### src/rtl/gpio_apb_pkg.sv
// Shared types and constants for the GPIO APB arbiter.
// Holds the APB FSM state encoding and the GPIO register map.
package gpio_apb_pkg;

    localparam int DEFAULT_PDATA_SIZE = 32;

    localparam logic [31:0] IN_ADR  = 32'h0000_0000;
    localparam logic [31:0] OUT_ADR = 32'hF700_EF00;
    localparam logic [31:0] DIR_ADR = 32'h08FF_10FF;

    typedef enum logic [1:0] {
        IDLE   = 2'd0,
        SETUP  = 2'd1,
        ACCESS = 2'd2
    } apb_state_t;

endpackage

### src/rtl/rr_arbiter.sv
// Round-robin picker: grants the first requester at or above ptr, wrapping modulo NUM_REQ.
// Produces both a one-hot grant and its binary index.
module rr_arbiter
    import gpio_apb_pkg::*;
#(
    parameter int NUM_REQ = 2,
    parameter int IDX_W   = $clog2(NUM_REQ)
) (
    input  logic [NUM_REQ-1:0] req,
    input  logic [IDX_W-1:0]   ptr,
    output logic [NUM_REQ-1:0] gnt,
    output logic [IDX_W-1:0]   idx,
    output logic               any
);

    logic [IDX_W:0]   sum;
    logic [IDX_W-1:0] pos;

    always_comb begin
        // NOTE: every variable written here gets a default first so no latch is inferred.
        gnt = '0;
        idx = '0;
        any = 1'b0;
        sum = '0;
        pos = '0;
        for (int i = 0; i < NUM_REQ; i++) begin
            sum = {1'b0, ptr} + (IDX_W+1)'(i);
            if (sum >= (IDX_W+1)'(NUM_REQ)) begin
                sum = sum - (IDX_W+1)'(NUM_REQ);
            end
            pos = sum[IDX_W-1:0];
            if (!any && req[pos]) begin
                any      = 1'b1;
                gnt[pos] = 1'b1;
                idx      = pos;
            end
        end
    end

endmodule

### src/rtl/gpio_apb_arbiter.sv
// APB master front-end sharing the GPIO slave (PSEL1) between NUM_REQ requesters.
// Define GPIO_ARB_TIMEOUT_EN to bound the ACCESS wait to TIMEOUT_CYCLES and report rsp_err.
module gpio_apb_arbiter
    import gpio_apb_pkg::*;
#(
    parameter int PDATA_SIZE     = DEFAULT_PDATA_SIZE,
    parameter int NUM_REQ        = 2,
    parameter int TIMEOUT_CYCLES = 16
) (
    input  logic                            PCLK,
    input  logic                            PRESET,
    input  logic [NUM_REQ-1:0]              req_valid,
    input  logic [NUM_REQ-1:0]              req_write,
    input  logic [NUM_REQ*PDATA_SIZE-1:0]   req_addr,
    input  logic [NUM_REQ*PDATA_SIZE-1:0]   req_wdata,
    input  logic [NUM_REQ*PDATA_SIZE/8-1:0] req_strb,
    output logic [NUM_REQ-1:0]              req_ready,
    output logic [NUM_REQ-1:0]              rsp_valid,
    output logic [PDATA_SIZE-1:0]           rsp_rdata,
    output logic                            rsp_err,
    output logic                            PSEL1,
    output logic                            PENABLE,
    output logic                            PWRITE,
    output logic [PDATA_SIZE-1:0]           PADDR,
    output logic [PDATA_SIZE-1:0]           PWDATA,
    output logic [PDATA_SIZE/8-1:0]         PSTRB,
    input  logic [PDATA_SIZE-1:0]           PRDATA,
    input  logic                            PREADY
);

    localparam int STRB_W = PDATA_SIZE / 8;
    localparam int IDX_W  = $clog2(NUM_REQ);

    apb_state_t state, state_nxt;

    logic [IDX_W-1:0]      rr_ptr;
    logic [IDX_W-1:0]      sel_idx;
    logic [IDX_W-1:0]      gnt_idx;
    logic [NUM_REQ-1:0]    arb_gnt;
    logic [NUM_REQ-1:0]    gnt_onehot;
    logic                  arb_any;
    logic                  accept;
    logic                  done;
    logic                  timeout_hit;

    logic                  lat_write;
    logic [PDATA_SIZE-1:0] lat_addr;
    logic [PDATA_SIZE-1:0] lat_wdata;
    logic [STRB_W-1:0]     lat_strb;

    rr_arbiter #(
        .NUM_REQ (NUM_REQ),
        .IDX_W   (IDX_W)
    ) u_rr_arbiter (
        .req (req_valid),
        .ptr (rr_ptr),
        .gnt (arb_gnt),
        .idx (sel_idx),
        .any (arb_any)
    );

    assign accept     = (state == IDLE) && arb_any;
    assign done       = (state == ACCESS) && PREADY;
    // Reset must silence req_ready as well, even though it is combinational.
    assign req_ready  = (accept && !PRESET) ? arb_gnt : '0;
    assign gnt_onehot = {{(NUM_REQ-1){1'b0}}, 1'b1} << gnt_idx;

`ifdef GPIO_ARB_TIMEOUT_EN
    localparam int CNT_W = $clog2(TIMEOUT_CYCLES + 1);

    logic [CNT_W-1:0] wait_cnt;
    logic             err_q;

    assign timeout_hit = (state == ACCESS) && !PREADY &&
                         (wait_cnt == CNT_W'(TIMEOUT_CYCLES - 1));
    assign rsp_err     = err_q;

    always_ff @(posedge PCLK or posedge PRESET) begin
        if (PRESET) begin
            wait_cnt <= '0;
            err_q    <= 1'b0;
        end else begin
            err_q <= timeout_hit;
            if (state == SETUP) begin
                wait_cnt <= '0;
            end else if ((state == ACCESS) && !PREADY && !timeout_hit) begin
                wait_cnt <= wait_cnt + 1'b1;
            end
        end
    end
`else
    assign timeout_hit = 1'b0;
    assign rsp_err     = 1'b0;
`endif

    always_ff @(posedge PCLK or posedge PRESET) begin
        // NOTE: sequential state uses non-blocking assignments so every flop samples pre-edge values.
        if (PRESET) begin
            state <= IDLE;
        end else begin
            state <= state_nxt;
        end
    end

    always_comb begin
        state_nxt = state;
        PSEL1     = 1'b0;
        PENABLE   = 1'b0;
        PWRITE    = 1'b0;
        PADDR     = '0;
        PWDATA    = '0;
        PSTRB     = '0;

        // APB fields come from the latched request for the whole SETUP/ACCESS span.
        if (state != IDLE) begin
            PSEL1  = 1'b1;
            PWRITE = lat_write;
            PADDR  = lat_addr;
            PWDATA = lat_wdata;
            PSTRB  = lat_write ? lat_strb : '0;
        end

        case (state)
            IDLE: begin
                if (arb_any) begin
                    state_nxt = SETUP;
                end
            end
            SETUP: begin
                state_nxt = ACCESS;
            end
            ACCESS: begin
                PENABLE = 1'b1;
                if (PREADY || timeout_hit) begin
                    state_nxt = IDLE;
                end
            end
            default: begin
                state_nxt = IDLE;
            end
        endcase
    end

    always_ff @(posedge PCLK or posedge PRESET) begin
        if (PRESET) begin
            rr_ptr    <= '0;
            gnt_idx   <= '0;
            lat_write <= 1'b0;
            lat_addr  <= '0;
            lat_wdata <= '0;
            lat_strb  <= '0;
            rsp_valid <= '0;
            rsp_rdata <= '0;
        end else begin
            rsp_valid <= '0;
            rsp_rdata <= '0;

            if (accept) begin
                gnt_idx   <= sel_idx;
                rr_ptr    <= (sel_idx == IDX_W'(NUM_REQ - 1)) ? '0 : sel_idx + 1'b1;
                lat_write <= req_write[sel_idx];
                lat_addr  <= req_addr[sel_idx*PDATA_SIZE +: PDATA_SIZE];
                lat_wdata <= req_wdata[sel_idx*PDATA_SIZE +: PDATA_SIZE];
                lat_strb  <= req_strb[sel_idx*STRB_W +: STRB_W];
            end

            // A timeout completes with zero data; PREADY on the limit cycle wins.
            if (done || timeout_hit) begin
                rsp_valid <= gnt_onehot;
                rsp_rdata <= (done && !lat_write) ? PRDATA : '0;
            end
        end
    end

endmodule

### config.mk
export PLATFORM = sky130hd
export DESIGN_NAME = gpio_apb_arbiter
export DESIGN_NICKNAME = d
export VERILOG_FILES = /design/src/rtl/gpio_apb_pkg.sv /design/src/rtl/rr_arbiter.sv /design/src/rtl/gpio_apb_arbiter.sv
export SDC_FILE = /design/constraint.sdc
export NUM_CORES = 1
export LEC_CHECK = 0
export CORE_UTILIZATION = 40
export CTS_BUF_LIST = sky130_fd_sc_hd__clkbuf_16
export DETAILED_ROUTE_END_ITERATION = 8
export PLACE_DENSITY = 0.8
export SKIP_LAST_GASP = 1
export SYNTH_ARGS = -nofsm -noshare
export SYNTH_HDL_FRONTEND = slang
export SYNTH_HIERARCHICAL = 1
export SYNTH_SLANG_ARGS = --single-unit
export TNS_END_PERCENT = 30
### constraint.sdc
create_clock -name PCLK -period 6.59 [get_ports PCLK]
set_clock_uncertainty 0.1 [all_clocks]
set_input_delay 1.6475 -clock PCLK [delete_from_list [all_inputs] [get_ports PCLK]]
set_output_delay 1.6475 -clock PCLK [all_outputs]
set_load 0.005 [all_outputs]
==> results of run 1 <==
-- routing by layer --
metal,track usage [%],vias to the layer above
met5,0,-
met4,5.380,0
met3,6.178,12
met2,35.21,158
met1,22.04,1853
li1,-,1860
-- final cells by class --
type | instances | area, sq um | share of cell area, %
Tap cell | 176 | 220.2 | 2.558
Sequential cell | 107 | 2678 | 31.10
Clock buffer | 9 | 225.2 | 2.616
Clock inverter | 7 | 85.08 | 0.9882
Multi-Input combinational cell | 256 | 2545 | 29.56
Timing Repair Buffer | 285 | 2843 | 33.02
Inverter | 3 | 13.76 | 0.1599
-- synth_stat cells, drive strengths merged (2+ instances only) --
cell	count	area share, %
mux2	139	32
dfrtp	107	49
and2	97	11
buf	18	4.3
clkbuf	10	0.68
and3	7	0.80
a21boi	3	0.41
inv	3	0.21
mux2i	2	0.36
or2	2	0.23
-- through the flow --
step	cell area, sq um	util, %	total power, mW
finish	8610	64.76	3.321
global route	8610	64.76	3.527
CTS	8610	64.76	3.367
detailed placement	8299	62.42	2.796
global placement	8299	62.42	2.759
floorplan	5488	-	2.036
-- report_power, final --
| group | switching (mW) | total, mW | internal (mW) |
|---|---|---|---|
| combinational | 0.571 | 1.73 | 1.16 |
| sequential | 0.130 | 1.04 | 0.909 |
| clock | 0.251 | 0.553 | 0.302 |
-- cells by family after synthesis --
| family | count (synthesis) |
|---|---|
| muxes | 141 |
| and+or+nand+nor | 111 |
| DFF | 107 |
| buffers and inverters | 31 |
| AOI/OAI and AO/OA | 3 |
| other | 1 |
-- worst register-to-register path, cell delays in order, from the launching register on --
cell and delay (ps):
dfrtp_1 460, nor3b_4 390, buf_4 920, mux2_2 550
-- state kept, by name, summed over array words and instances (netlist names) --
signal / flops
lat_addr: 32
lat_write: 1
state: 2
rsp_rdata: 32
rr_ptr: 1
lat_strb: 4
gnt_idx: 1
lat_wdata: 32
rsp_valid: 2
-- how the worst max path moves through the flow --
stage                             from      endpoint  cells past startpoint
after CTS                 req_valid[0]  req_ready[1]                      5
after global placement    req_valid[0]  req_ready[0]                      5
final                     req_valid[0]  req_ready[1]                      5
after detailed placement  req_valid[0]  req_ready[1]                      5
after floorplan                 PRESET  req_ready[0]                      2
after global routing      req_valid[0]  req_ready[1]                      5
==> metrics.md, run 1 <==
| Metric | Value |
|---|---|
| R2R cell count | 3 |
| Slowest stage delay, CP | 570 ps |
| VDD IR-drop max | 0.2144 mV |
| Routability cong. | approximately 0.74 |
| Share of cells above drive strength 1 | around 24% |
| #FFs+latches synth | between 100 and 150 |
| Peak Freq | just under 0.2 GHz |
| Static Leakage | 3.678 nW |
| Post-layout min period | a little over 5000 ps |
| Cts hold-fix bufs | 0 |
| Post-CTS Setup Inserts | 0 |
| Htree depth | 3 |
| Ys Warns | 6 |
| Post-placement worst setup slack | 1444 ps |
| Clock sink count | approximately 110 |
| Worst flop-to-flop path endpoint | lat_wdata[17] |
| Top sig layer | met4 |
| Setup TNS | 0 ps |
| RSZ-0062 raised after global routing | false |
| Worst-margin pin slew | 1193 ps |
| Ys async rst share | 100.0% |
| GRT Util Overall | 19.55% |
| Starting DRT DRC Count | 106 |
| Io pins | ~280 |
| Clock buffer count from CTS | 9 |
| CP Class | input port to output port |
| Compound-Gate Fraction of Synth Area | 0.4104% |
| Initial antenna violation count | 0 |
| Hold WC Path Type | register to register |
| Post-Syn Area | between 5000 and 6000 sq um |
| FP Rows | 42 |
| First-pass GRT wire length | 21290 microns |
| Synthesized-area fraction occupied by and/or/nand/nor cells | 12.93% |
| Final nets | 837 |
| Largest net degree at the start of global routing | 72 |
| CP arrival | 3390 ps |
| Worst Hold Depth | 1 |
| Routed Antenna Nets | 0 |
| Startpoint types | input port |
| Worst-path fanout max | 6 |
| RR Startpoint | state[0] |
| Crit path capture type | output port |
| Flop-to-flop setup slack | 4060 ps |
| Commonest non-fill, non-tap cell in the layout | clkdlybuf4s50_1 |
| Largest family of logic cells by synthesized area | multiplexers |
| Hold_ws | 401.2 ps |
| # resized after CTS | 0 |
| Final Hold Viols | 0 |
| Post-Route WL | 13460 microns |
| Vias in the first global route | 4073 |
| CTS tree | yes |
| Vias | 3883 |
| Post-route insts no fill | 843 |
| Critical Path, Cell by Cell | clkdlybuf4s50_1, or2_1, nor3b_4, and3_1, clkdlybuf4s50_1 |
| DRC Markers | 0 |
| Post-synth EDFFs | 0 |
| IO Port Bufs | 281 |
| Crit share post-route | between 70% and 80% |
| DR vias/cell | about 4.6 |
| Most frequent cells in the layout | clkdlybuf4s50_1, dfrtp_1, and2_1, mux2_2, mux2_4 |
| Initial Util | 41.28% |
| DP Wirelength | approximately 10000 microns |
| DR WL/cell | between 15 and 20 microns |
| Syn_nets | 569 |
| Status | finished, final reports clean |
| Final Slew Violations | 0 |
| Clk root buf | clkbuf_16 |
| Synth Area in XOR/XNOR | 0% |
| Die area | 14190 sq um |
| DR WL met2 | 6989 microns |
| Worst path buffer plus inverter count | 2 |
| Post-synthesis area per instance | 13.93 sq um |
| Total grt overflow | 0 |
| Post-Route M1 WL | between 5000 and 6000 microns |
| Clk buf depth | 2 |
| Final WS setup | between 1000 and 1500 ps |
| Die W | 119.1 microns |
| Slew headroom | 20.47% |
| Syn-to-layout area delta | 56.89% |
| Post-Synthesis Cells | 394 |
| # diodes | 0 |
| Synth Flop Type | dfrtp_1 |
| WP data required | 4840 ps |
| Setup violations, final | 0 |
| Worst-path clk slew | around 70 ps |
| Placed cells | a little over 800 |
| Area share of fa/ha/maj cells after synthesis | 0% |
| Pwr/cell area | around 390 nW/um^2 |
| Seq/Total Area, Yosys | between 40% and 50% |
| Worst-Skew Late Latency | 340 ps |
| Netlist cell types | 22 |
| Worst Min Path Start | lat_wdata[19] |
| # fillers | between 900 and 1000 |
| Die Height | about 120 microns |
| Met3 wire len | 1070 microns |
| Most common cell on crit path | clkdlybuf4s50_1 |
| Slowest CP cell | clkdlybuf4s50_1 |
| Drt pass-1 iters | 4 |
| MaxCap Viol Count | 0 |
| CP delay by family, top | buffers and inverters |
| CORE AREA | roughly 13000 sq um |
| End point of the worst hold path | lat_wdata[19] |
| Mux share of post-synthesis cell area | between 30% and 40% |
(Power assumes the default switching activity.)
==> run 2: changes to the inputs <==
clock period = 5.1 ns   (was 6.59 ns; I/O delays follow)
==> metrics.md, run 2 (synthesis gave the netlist of run 1 again) <==
| Metric | Value |
|---|---|
| VDD IR-drop max | 0.2745 mV |
| Final nets | 839 |
| Setup violations, final | 0 |
| Die Height | 119.1 microns |
| Status | finished, final reports clean |
| Syn-to-layout area delta | 56.75% |
| Worst-Skew Late Latency | 340 ps |
| Total grt overflow | 0 |
| Most frequent cells in the layout | clkdlybuf4s50_1, dfrtp_1, and2_1, mux2_2, mux2_4 |
| Initial antenna violation count | 0 |
| First-pass GRT wire length | between 20000 and 25000 microns |
| Post-route core utilization | 64.70% |
| Die W | 119.1 microns |
| Worst Min Path Start | gnt_idx |
| Worst-path clk slew | 70 ps |
| Hold_ws | 402.2 ps |
| RSZ-0062 raised after global routing | false |
| Vias in the first global route | 4276 |
| Worst Hold Depth | 1 |
| Commonest non-fill, non-tap cell in the layout | clkdlybuf4s50_1 |
| Vias | 3963 |
| Starting DRT DRC Count | 126 |
| Most common cell on crit path | clkdlybuf4s50_1 |
| Cts hold-fix bufs | 0 |
| GRT Util Overall | 20.08% |
| Post-placement worst setup slack | 831.6 ps |
| DRC Markers | 0 |
| Crit share post-route | 84.19% |
| Clk buf depth | 2 |
| Slowest stage delay, CP | roughly 570 ps |
| # diodes | 0 |
| R2R cell count | 4 |
| Worst-margin pin slew | 1004 ps |
| CORE AREA | 13300 sq um |
| FP Rows | 42 |
| Die area | 14190 sq um |
| # resized after CTS | 0 |
| Post-route insts no fill | 845 |
| Largest registers | lat_addr: 32 flops, lat_wdata: 32 flops, rsp_rdata: 32 flops |
| WP data required | ~3700 ps |
| Static Leakage | ~3.7 nW |
| Post-Route WL | 13690 microns |
| End point of the worst hold path | gnt_idx |
| Final Hold Viols | 0 |
| Clock buffer count from CTS | 9 |
| IO Port Bufs | between 200 and 300 |
| MaxCap Viol Count | 0 |
| DR WL/cell | 16.20 microns |
| Clock sink count | roughly 110 |
| Drt pass-1 iters | 4 |
| Worst flop-to-flop path endpoint | gnt_idx |
| CP Class | input port to output port |
| Post-layout min period | 4294 ps |
| Hold WC Path Type | register to register |
| Share of cells above drive strength 1 | 24.51% |
| Slowest CP cell | clkdlybuf4s50_1 |
| Setup TNS | 0 ps |
| Clk root buf | clkbuf_16 |
| Peak Freq | 0.2329 GHz |
| Largest net degree at the start of global routing | ~70 |
| RR Startpoint | state[0] |
| Critical Path, Cell by Cell | clkdlybuf4s50_1, or2_1, nor3b_4, and3_1, clkdlybuf4s50_1 |
| Slew headroom | between 30% and 40% |
| Routed Antenna Nets | 0 |
| CP arrival | 2920 ps |
| Htree depth | 3 |
| Crit path capture type | output port |
| Final WS setup | slightly above 800 ps |
| Routability cong. | 0.7956 |
| Flop-to-flop setup slack | 2580 ps |
| Worst-path fanout max | 4 |
| Startpoint types | input port |
| Placed cells | roughly 830 |
| Io pins | 283 |
| Initial Util | about two fifths |
| CTS tree | yes |
| DR vias/cell | 4.690 |
| DP Wirelength | 10330 microns |
| Post-CTS Setup Inserts | 0 |
| Pwr/cell area | 494.5 nW/um^2 |
| Final Slew Violations | 0 |
[run 2: metal layers]
layer | share of wire (%) | track usage [%] | up-vias | routed length (microns)
met1 | 38 | 21.80 | 1903 | 5178
met5 | 0 | 0 | - | 0
met4 | 2.4 | 8.149 | 0 | 325
li1 | - | - | 1861 | -
met2 | 51 | 35.57 | 175 | 6941
met3 | 9.1 | 6.849 | 24 | 1244
[run 2: layout make-up]
cell class,instances,area (sq um)
clock buffer,9,225.2
fill,986,4693
clock inverter,7,61.31
sequential,107,2678
inverter,3,15.01
timing repair buffer,287,2858
tap,176,220.2
multi-input combinational,256,2545
[run 2: worst max-delay path: cells and delay by family]
kind / cells / cell delay [ps]
buffers and inverters: 2 / 1070
AND/OR/NAND/NOR: 3 / 570
[run 2: worst max-delay path by stage]
| stage | from | endpoint | slack (ps) |
|---|---|---|---|
| global placement | req_valid[0] | req_ready[0] | 900 |
| CTS | req_valid[0] | req_ready[1] | 820 |
| global route | req_valid[0] | req_ready[1] | 760 |
| finish | req_valid[0] | req_ready[1] | 810 |
| detailed placement | req_valid[0] | req_ready[1] | 830 |
| floorplan | PRESET | req_ready[0] | 490 |
[run 2: report_power, final]
group | total [mW] | switching [mW] | internal (mW)
Clock | 0.665 | 0.324 | 0.341
Sequential | 1.35 | 0.176 | 1.18
Combinational | 2.24 | 0.745 | 1.49
Total | 4.25 | 1.25 | 3.01
[run 2: per-stage QoR]
stage	total power [mW]	instance area (sq um)
6_report	4.254	8602
5_1_grt	4.525	8602
4_1_cts	4.322	8602
3_5_place_dp	3.623	8315
3_3_place_gp	3.559	8315
2_1_floorplan	2.631	5492
